$ cat src/rtl/jellyvl_etherneco_synctimer_scheduler.sv
// Sync-timer scheduler for the EtherNeco ring master: periodic sync_start pulses,
// override phase after arming, per-sync timeout supervision and saturating statistics.
module jellyvl_etherneco_synctimer_scheduler #(
  parameter int PERIOD_WIDTH   = 32,
  parameter int TIMEOUT_WIDTH  = 24,
  parameter int COUNT_WIDTH    = 16,
  parameter int OVERRIDE_WIDTH = 8
) (
  input  logic                      clk,
  input  logic                      reset,
  input  logic                      enable,
  input  logic                      restart,
  input  logic [PERIOD_WIDTH-1:0]   period,
  input  logic [TIMEOUT_WIDTH-1:0]  timeout,
  input  logic [OVERRIDE_WIDTH-1:0] override_cycles,
  output logic                      sync_start,
  output logic                      sync_override,
  input  logic                      tx_valid,
  input  logic                      tx_ready,
  input  logic                      tx_last,
  input  logic                      res_rx_end,
  input  logic                      res_rx_error,
  output logic                      busy,
  output logic                      locked,
  output logic [COUNT_WIDTH-1:0]    sync_count,
  output logic [COUNT_WIDTH-1:0]    error_count,
  output logic [COUNT_WIDTH-1:0]    timeout_count,
  output logic [COUNT_WIDTH-1:0]    overrun_count
);

  typedef enum logic [1:0] {
    ST_IDLE,
    ST_ARM,
    ST_TX,
    ST_RESP
  } state_t;

  localparam logic [PERIOD_WIDTH-1:0]   PC_ONE  = PERIOD_WIDTH'(1);
  localparam logic [TIMEOUT_WIDTH-1:0]  TC_ONE  = TIMEOUT_WIDTH'(1);
  localparam logic [OVERRIDE_WIDTH-1:0] OVR_ONE = OVERRIDE_WIDTH'(1);
  localparam logic [COUNT_WIDTH-1:0]    CNT_ONE = COUNT_WIDTH'(1);

  state_t                    state_q, state_d;
  logic [PERIOD_WIDTH-1:0]   pc_q, pc_d;
  logic [TIMEOUT_WIDTH-1:0]  tc_q, tc_d;
  logic [OVERRIDE_WIDTH-1:0] ovr_q, ovr_d;
  logic                      sync_start_q, sync_start_d;
  logic                      sync_override_q, sync_override_d;
  logic                      busy_q, busy_d;
  logic                      locked_q, locked_d;
  logic [COUNT_WIDTH-1:0]    sync_cnt_q, sync_cnt_d;
  logic [COUNT_WIDTH-1:0]    err_cnt_q, err_cnt_d;
  logic [COUNT_WIDTH-1:0]    tmo_cnt_q, tmo_cnt_d;
  logic [COUNT_WIDTH-1:0]    ovrun_cnt_q, ovrun_cnt_d;

  logic [PERIOD_WIDTH-1:0]   period_m1;
  logic                      tick;
  logic                      timeout_hit;
  logic                      tx_done;
  state_t                    exit_state;

  function automatic logic [COUNT_WIDTH-1:0] sat_inc(input logic [COUNT_WIDTH-1:0] v);
    return (v == '1) ? v : v + CNT_ONE;
  endfunction

  // A zero period behaves as one, so the schedule ticks every cycle.
  assign period_m1   = (period == '0) ? '0 : period - PC_ONE;
  assign tick        = (pc_q == period_m1);
  assign timeout_hit = (timeout != '0) && (tc_q == timeout - TC_ONE);
  assign tx_done     = tx_valid & tx_ready & tx_last;
  assign exit_state  = enable ? ST_ARM : ST_IDLE;

  always_comb begin
    // NOTE: every next-state signal gets a default first so no path leaves it unassigned (no latches).
    state_d         = state_q;
    pc_d            = pc_q;
    tc_d            = tc_q;
    ovr_d           = ovr_q;
    sync_start_d    = 1'b0;
    sync_override_d = sync_override_q;
    sync_cnt_d      = sync_cnt_q;
    err_cnt_d       = err_cnt_q;
    tmo_cnt_d       = tmo_cnt_q;
    ovrun_cnt_d     = ovrun_cnt_q;

    // The free-running grid keeps going through transactions so overruns stay phase-aligned.
    if (state_q != ST_IDLE) begin
      pc_d = tick ? '0 : pc_q + PC_ONE;
    end

    unique case (state_q)
      ST_IDLE: begin
        if (enable) begin
          state_d = ST_ARM;
          pc_d    = period_m1;
          ovr_d   = override_cycles;
        end
      end
      ST_ARM: begin
        if (!enable) begin
          state_d = ST_IDLE;
        end else if (tick) begin
          sync_start_d    = 1'b1;
          sync_override_d = (ovr_q != '0);
          tc_d            = '0;
          state_d         = ST_TX;
        end
      end
      ST_TX: begin
        tc_d = tc_q + TC_ONE;
        if (tick) ovrun_cnt_d = sat_inc(ovrun_cnt_q);
        if (timeout_hit) begin
          tmo_cnt_d = sat_inc(tmo_cnt_q);
          ovr_d     = override_cycles;
          state_d   = exit_state;
        end else if (tx_done) begin
          state_d = ST_RESP;
        end
      end
      ST_RESP: begin
        tc_d = tc_q + TC_ONE;
        if (tick) ovrun_cnt_d = sat_inc(ovrun_cnt_q);
        if (res_rx_end) begin
          if (res_rx_error) begin
            err_cnt_d = sat_inc(err_cnt_q);
          end else begin
            sync_cnt_d = sat_inc(sync_cnt_q);
            if (ovr_q != '0) ovr_d = ovr_q - OVR_ONE;
          end
          state_d = exit_state;
        end else if (timeout_hit) begin
          // A lost response forces the next syncs back into override.
          tmo_cnt_d = sat_inc(tmo_cnt_q);
          ovr_d     = override_cycles;
          state_d   = exit_state;
        end
      end
      default: state_d = ST_IDLE;
    endcase

    if (restart) begin
      ovr_d       = override_cycles;
      sync_cnt_d  = '0;
      err_cnt_d   = '0;
      tmo_cnt_d   = '0;
      ovrun_cnt_d = '0;
    end
  end

  assign busy_d   = (state_d == ST_TX) || (state_d == ST_RESP);
  assign locked_d = (ovr_d == '0) && (state_d != ST_IDLE);

  // NOTE: sequential state uses non-blocking assignments so all registers update together.
  always_ff @(posedge clk or negedge reset) begin
    if (!reset) begin
      state_q         <= ST_IDLE;
      pc_q            <= '0;
      tc_q            <= '0;
      ovr_q           <= '0;
      sync_start_q    <= 1'b0;
      sync_override_q <= 1'b0;
      busy_q          <= 1'b0;
      locked_q        <= 1'b0;
      sync_cnt_q      <= '0;
      err_cnt_q       <= '0;
      tmo_cnt_q       <= '0;
      ovrun_cnt_q     <= '0;
    end else begin
      state_q         <= state_d;
      pc_q            <= pc_d;
      tc_q            <= tc_d;
      ovr_q           <= ovr_d;
      sync_start_q    <= sync_start_d;
      sync_override_q <= sync_override_d;
      busy_q          <= busy_d;
      locked_q        <= locked_d;
      sync_cnt_q      <= sync_cnt_d;
      err_cnt_q       <= err_cnt_d;
      tmo_cnt_q       <= tmo_cnt_d;
      ovrun_cnt_q     <= ovrun_cnt_d;
    end
  end

  assign sync_start    = sync_start_q;
  assign sync_override = sync_override_q;
  assign busy          = busy_q;
  assign locked        = locked_q;
  assign sync_count    = sync_cnt_q;
  assign error_count   = err_cnt_q;
  assign timeout_count = tmo_cnt_q;
  assign overrun_count = ovrun_cnt_q;

endmodule

$ cat config.mk
export PLATFORM = sky130hd
export DESIGN_NAME = jellyvl_etherneco_synctimer_scheduler
export DESIGN_NICKNAME = d
export VERILOG_FILES = /design/src/rtl/jellyvl_etherneco_synctimer_scheduler.sv
export SDC_FILE = /design/constraint.sdc
export NUM_CORES = 1
export LEC_CHECK = 0
export ABC_CLOCK_PERIOD_IN_PS = 10100
export BUFFER_PORTS_ARGS = -buffer_cell sky130_fd_sc_hd__buf_2
export CORE_ASPECT_RATIO = 1.1
export CORE_MARGIN = 3
export CORE_UTILIZATION = 64
export CTS_CLUSTER_DIAMETER = 200
export DETAILED_ROUTE_END_ITERATION = 7
export GPL_ROUTABILITY_DRIVEN = 0
export HOLD_SLACK_MARGIN = 0.02
export PLACE_DENSITY = 0.88
export REMOVE_ABC_BUFFERS = 1
export SLEW_MARGIN = 10
export SYNTH_ARGS = -nofsm -noshare
export SYNTH_HDL_FRONTEND = slang
export SYNTH_SLANG_ARGS = --single-unit
export TNS_END_PERCENT = 30
$ cat constraint.sdc
create_clock -name clk -period 10.1 [get_ports clk]
set_input_delay 1.515 -clock clk [delete_from_list [all_inputs] [get_ports clk]]
set_output_delay 1.515 -clock clk [all_outputs]
set_load 0.1 [all_outputs]
## Word-level counts from Yosys, hierarchy flattened

Index checks and enable logic that the tools add are counted.
W data, S select, Z words.

- Eq/ne operators: 18
- Reduce and logical (&&, ||, !) cells: 24
- Add/subtract/negate cells: 9
- Bitwise gates (word level): 2
- Mux-type cells: 46

Operator list:

| operator | count |
|---|---|
| $mux W16 | 18 |
| $mux W32 | 5 |
| $add A16 B1 Y16 const B | 4 |
| $eq A16 B16 Y1 const B | 4 |
| $mux W24 | 2 |
| $mux W8 | 6 |
| $pmux W24 S2 | 1 |
| $add A32 B1 Y32 const B | 1 |
| $eq A32 B32 Y1 | 1 |
| $logic_not A32 Y1 | 1 |
| $pmux W16 S2 | 1 |
| $sub A32 B1 Y32 const B | 1 |
| $add A24 B1 Y24 const B | 1 |
| $eq A24 B24 Y1 | 1 |
| $pmux W8 S3 | 1 |
| $reduce_bool A24 Y1 | 1 |
| $sub A24 B1 Y24 const B | 1 |
| $reduce_bool A2 Y1 | 8 |
| $mux W2 | 7 |
| $ne A2 B2 Y1 const B | 6 |
| $reduce_and A3 Y1 | 3 |
| $eq A2 B2 Y1 const B | 4 |
| $logic_not A8 Y1 | 1 |
| $pmux W2 S4 | 1 |
| other kinds (13) | 19 |

- Output and inout port bits: 68
- Register bits after elaboration: 134
- Logic and storage cells: 111
- Input port bits: 73

## Depth between registers and ports, before layout

- Depth after elaboration: 9
- Depth in mapped cells: 15
- Mapped depth without buffers: 12

## Worst setup path after synthesis

Ideal clock, no wire load.

- Kind: input -> register
- Start point: in period[4]
- End point: reg ovrun_cnt_q[15], in the netlist overrun_count[15]
- Stages: 15
- Setup slack: 4.506 ns
- Required time: 10.022 ns
- Path buffers: 5
- Data arrival time: 5.515 ns
- Library setup time: 0.078 ns
- Cells stage by stage: clkbuf_2 -> or4_4 -> buf_6 -> or4_4 -> buf_6 -> or4_4 -> nand2_1 -> a21oi_1 -> a221o_1 -> or4_4 -> or4_4 -> buf_6 -> buf_6 -> or3_1 -> a21oi_1

- Longest elaborated chain between the ends: 5
- Elaborated cells on any way between the ends: 6
- Those cells by class: add/sub: 1; eq/ne: 1; mux: 1; reduce/logical: 3

Ends and longest elaborated chain:

| item | RTL line | RTL |
|---|---|---|
| start, declared | 13 | `input logic [PERIOD_WIDTH-1:0] period,` |
| $sub A32 B1 Y32 / $logic_not A32 Y1 (equally long branches) | 67 | `assign period_m1 = (period == '0) ? '0 : period - PC_ONE;` |
| $mux W32 (*) | 67 |  |
| $eq A32 B32 Y1 (*) | 68 | `assign tick = (pc_q == period_m1);` |
| $reduce_bool A2 Y1 (no line) (*) | - |  |
| $reduce_and A3 Y1 (no line) (*) | - |  |
| end signal, assigned | 180 | `ovrun_cnt_q <= ovrun_cnt_d;` |
| end, declared | 54 | `logic [COUNT_WIDTH-1:0] ovrun_cnt_q, ovrun_cnt_d;` |

Mark *: on every way between the ends. The rest lies on a longest branch, timed or not.
A chain may end at the register's enable or synchronous reset.

## Final worst setup path

- Start point: in period[8]
- End point: reg pc_q[9]

- Longest elaborated chain between the ends: 7
- Elaborated cells on any way between the ends: 8
- Those cells by class: add/sub: 1; eq/ne: 1; mux: 5; reduce/logical: 1

Ends and longest elaborated chain:

| item | RTL line | RTL |
|---|---|---|
| $sub A32 B1 Y32 / $logic_not A32 Y1 (equally long branches) | 67 |  |
| $mux W32 (*) | 67 |  |
| $eq A32 B32 Y1 | 68 |  |
| $mux W32 | 88 | `pc_d = tick ? '0 : pc_q + PC_ONE;` |
| $mux W32 | 87 | `if (state_q != ST_IDLE) begin` |
| $mux W32 | 93 | `if (enable) begin` |
| $mux W32 (*) | 91 | `unique case (state_q)` |
| net pc_d[9] | 44 | `logic [PERIOD_WIDTH-1:0] pc_q, pc_d;` |
| end signal, assigned | 170 | `pc_q <= pc_d;` |
| end, declared | 44 |  |

The timed path passes the listed nets; every way through them passes the cells marked *.

==> flow_summary.toml <==
[run_status]
outcome = "complete, but fails checks"
violations = "design-rule violations"

[finish]
area_growth_pct = 13.10
mostFrequentLayoutCell = "buf_2"
nNetsFinal = 1404
drive_gt1_frac = 0.1664
final_area_um2 = 11310
regArea_um2 = 3328
multi_input_comb_area_um2 = 6256
final_cell_mix = "139 x buf_2, 133 x dfrtp_1, 131 x nor2_1, 106 x nand2_1, 88 x xor2_1"
num-fill-cells = 1142
antenna_cells = 0

[sta]
rsz0062_at_grt = "no"
fmax_mhz = 160.1
setup_violations = 0
post-route-period-util = 0.6184
finalSetupTns_ns = 0
min_period_ns = 6.246
finalHoldViolCount = 0
fin_worst_skew_ns = 0.007909
slew_headroom = 0.3250
drv_slew = 0
worst_slew_pin_slew_ns = 1.010

[floorplan]
core_um2 = 15170
die_h_um = 137.1
die_area_um2 = 17160
ioPinCount = 141
initial_utilization = 0.6591
fp-row-count = 47
die-width_um = 125.2

[worst_setup_path]
r2r-end = "pc_q[9]$_DFF_PN0_"
worst_r2r_path_depth = 9
arrival_ns = 6.49
cp-endpoint = "pc_q[9]$_DFF_PN0_"
worstPathRequired_ns = 10.34
crit_fanout = 28
worst-r2r-setup-slack_ns = 5.88
crit_start = "period[8]"
worstSetupPathType = "input pin to flip-flop"
r2r-start = "pc_q[3]$_DFF_PN0_"
startpoint_type = "input pin"
endpoint_kind = "flip-flop"

[clock_tree]
cts_buffer_depth = 2
path_clk_slew_ns = 0.06
clock_insertion_delay_worst_skew_ns = 0.43
cts_setup_buffers = 0
numCtsBuffers = 17
ctsRootBufferMaster = "clkbuf_16"
hold_buffers = 0
cts.sinks = 133
post_cts_resized = 0
htreeDepth = 4
cts_tree = "built"

[global_route]
grt_util_all_layers = 0.3248
grt_pass1_wl_mm = 46.13
antenna_found_initial = 1
grt_max_degree = 74
grt_pass1_vias = 9533
grt_overflow = 0

[yosys]
ys_seq_area_frac = 0.3328
ys_warn_count = 0
syn_area_um2 = 10000
syn_inst = 1219
postSynthAreaPerCell_um2 = 8.203
synth-edff-count = 0
ys_ff_latch = 133
ys_types = 72
synth-main-ff-cell = "dfrtp_1"
async_reset_ff_frac = 1.000

[route]
drt-vias-per-instance = 6.648
drtIter0Drc = 1179
dr_total_vias = 10170
route.detailed.drc = 5
drt-total-wl_mm = 28.40
wl_per_cell_um = 18.56
ant_nets = 0
first_pass_iters = 8

[pwr]
p_per_area_nw_per_um2 = 127.6
power.total_mw = 1.443
peakVddDrop_mv = 0.1132
p_leak_nw = 4.759

[run]
maxCapViolations = 0

[placement]
io_buffers = 140
placed_area_um2 = 10720
dpl.hpwl_mm = 20.29

[min_path]
hp-class = "flip-flop to flip-flop"
==> worst min-delay path by stage <==
| stage | startpoint | end | slack [ns] | cells past startpoint |
|---|---|---|---|---|
| after global placement | sync_override$_DFFE_PN0P_ | sync_override$_DFFE_PN0P_ | 0.49 | 1 |
| after global routing | sync_override$_DFFE_PN0P_ | sync_override$_DFFE_PN0P_ | 0.53 | 1 |
| after CTS | sync_override$_DFFE_PN0P_ | sync_override$_DFFE_PN0P_ | 0.52 | 1 |
| after detailed placement | sync_override$_DFFE_PN0P_ | sync_override$_DFFE_PN0P_ | 0.51 | 1 |
| after floorplan | tc_q[23]$_DFFE_PN0P_ | tc_q[23]$_DFFE_PN0P_ | 0.53 | 2 |
| final | sync_override$_DFFE_PN0P_ | sync_override$_DFFE_PN0P_ | 0.52 | 1 |
==> power breakdown <==
group	leakage [nW]	internal (mW)	switching [mW]
registers	1.66	0.556	0.0515
logic	2.81	0.0898	0.127
clock network	0.295	0.372	0.247
total	4.76	1.02	0.425
==> critical path, stage by stage <==
cell and delay [ns]:
buf_2 0.14, nor4_1 0.73, nand4_1 0.40, or3_1 0.43, and2_1 0.18, a2111oi_0 0.46
nand4_1 0.19, or4_4 0.61, nor3_1 0.74, a21o_1 0.85, o22ai_1 0.24
==> per-layer routing <==
layer,wire (um),vias up,track usage
met5,13,-,0
met4,1063,2,0.1349
met3,2564,126,0.07182
met2,13510,565,0.5412
met1,11250,4797,0.4126
li1,-,4682,-
==> cell families (layout without fill, tap and decap cells) <==
kind of cell,after synthesis,after routing,share of synthesized area
buffers and inverters,99,214,0.04154
DFF,133,133,0.3328
adders and majority gates,10,10,0.01251
xor gates and xnor gates,146,146,0.1293
and+or+nand+nor,572,572,0.3061
muxes,22,22,0.02277
AOI/OAI and AO/OA,237,237,0.1550
==> area by class of cell <==
type / count / share of cell area
tap: 196 / 0.02168
multi-input combinational: 987 / 0.5532
clock inverter: 14 / 0.01328
sequential: 133 / 0.2943
timing repair buffer: 147 / 0.06715
clock buffer: 18 / 0.03883
inverter: 35 / 0.01162
==> cells in the mapped netlist, types with 5 or more instances <==
cell type	n	share of area
xor2_1	88	0.077
o32ai_1	5	0.0044
mux2_2	6	0.0068
or3_1	23	0.014
clkbuf_1	50	0.019
a211o_1	5	0.0044
nor3b_1	7	0.0053
and3_1	28	0.018
nand4_1	43	0.027
o31ai_1	5	0.0038
nor2b_1	11	0.0069
a21oi_1	45	0.023
a31oi_1	6	0.0038
mux2i_1	16	0.016
and4_1	11	0.0096
o211ai_1	9	0.0068
nor2_1	131	0.049
or4_1	19	0.014
nor4_1	34	0.021
or4_4	5	0.0056
o21ai_0	57	0.029
a211oi_1	15	0.011
buf_6	5	0.0056
xnor2_1	57	0.050
a21o_1	10	0.0075
nor3_1	39	0.020
dfrtp_1	133	0.33
inv_1	33	0.012
and2_1	12	0.0075
ha_1	10	0.013
nand3b_1	9	0.0068
nand3_1	54	0.027
o2111ai_1	7	0.0061
or2_2	17	0.011
o22ai_1	34	0.021
nand2_1	106	0.040
==> flip-flops by register name, summed over array words and instances (netlist names) <==
name / cells
sync_start: 1
overrun_count: 16
sync_count: 16
tc_q: 24
sync_override: 1
locked: 1
busy: 1
ovr_q: 8
pc_q: 32
error_count: 16
timeout_count: 16
state_q: 1
==> through the flow <==
stage | instances | worst slack, ns | utilization | hold WS [ns]
2_1_floorplan | 1155 | 4.618 | - | 0.5298
3_3_place_gp | 1498 | 3.784 | 0.7066 | 0.4899
3_5_place_dp | 1498 | 3.614 | 0.7066 | 0.5060
4_1_cts | 1530 | 4.035 | 0.7454 | 0.5197
5_1_grt | 1530 | 3.592 | 0.7454 | 0.5347
6_report | 1530 | 3.854 | 0.7454 | 0.5173
(Power assumes the default switching activity.)
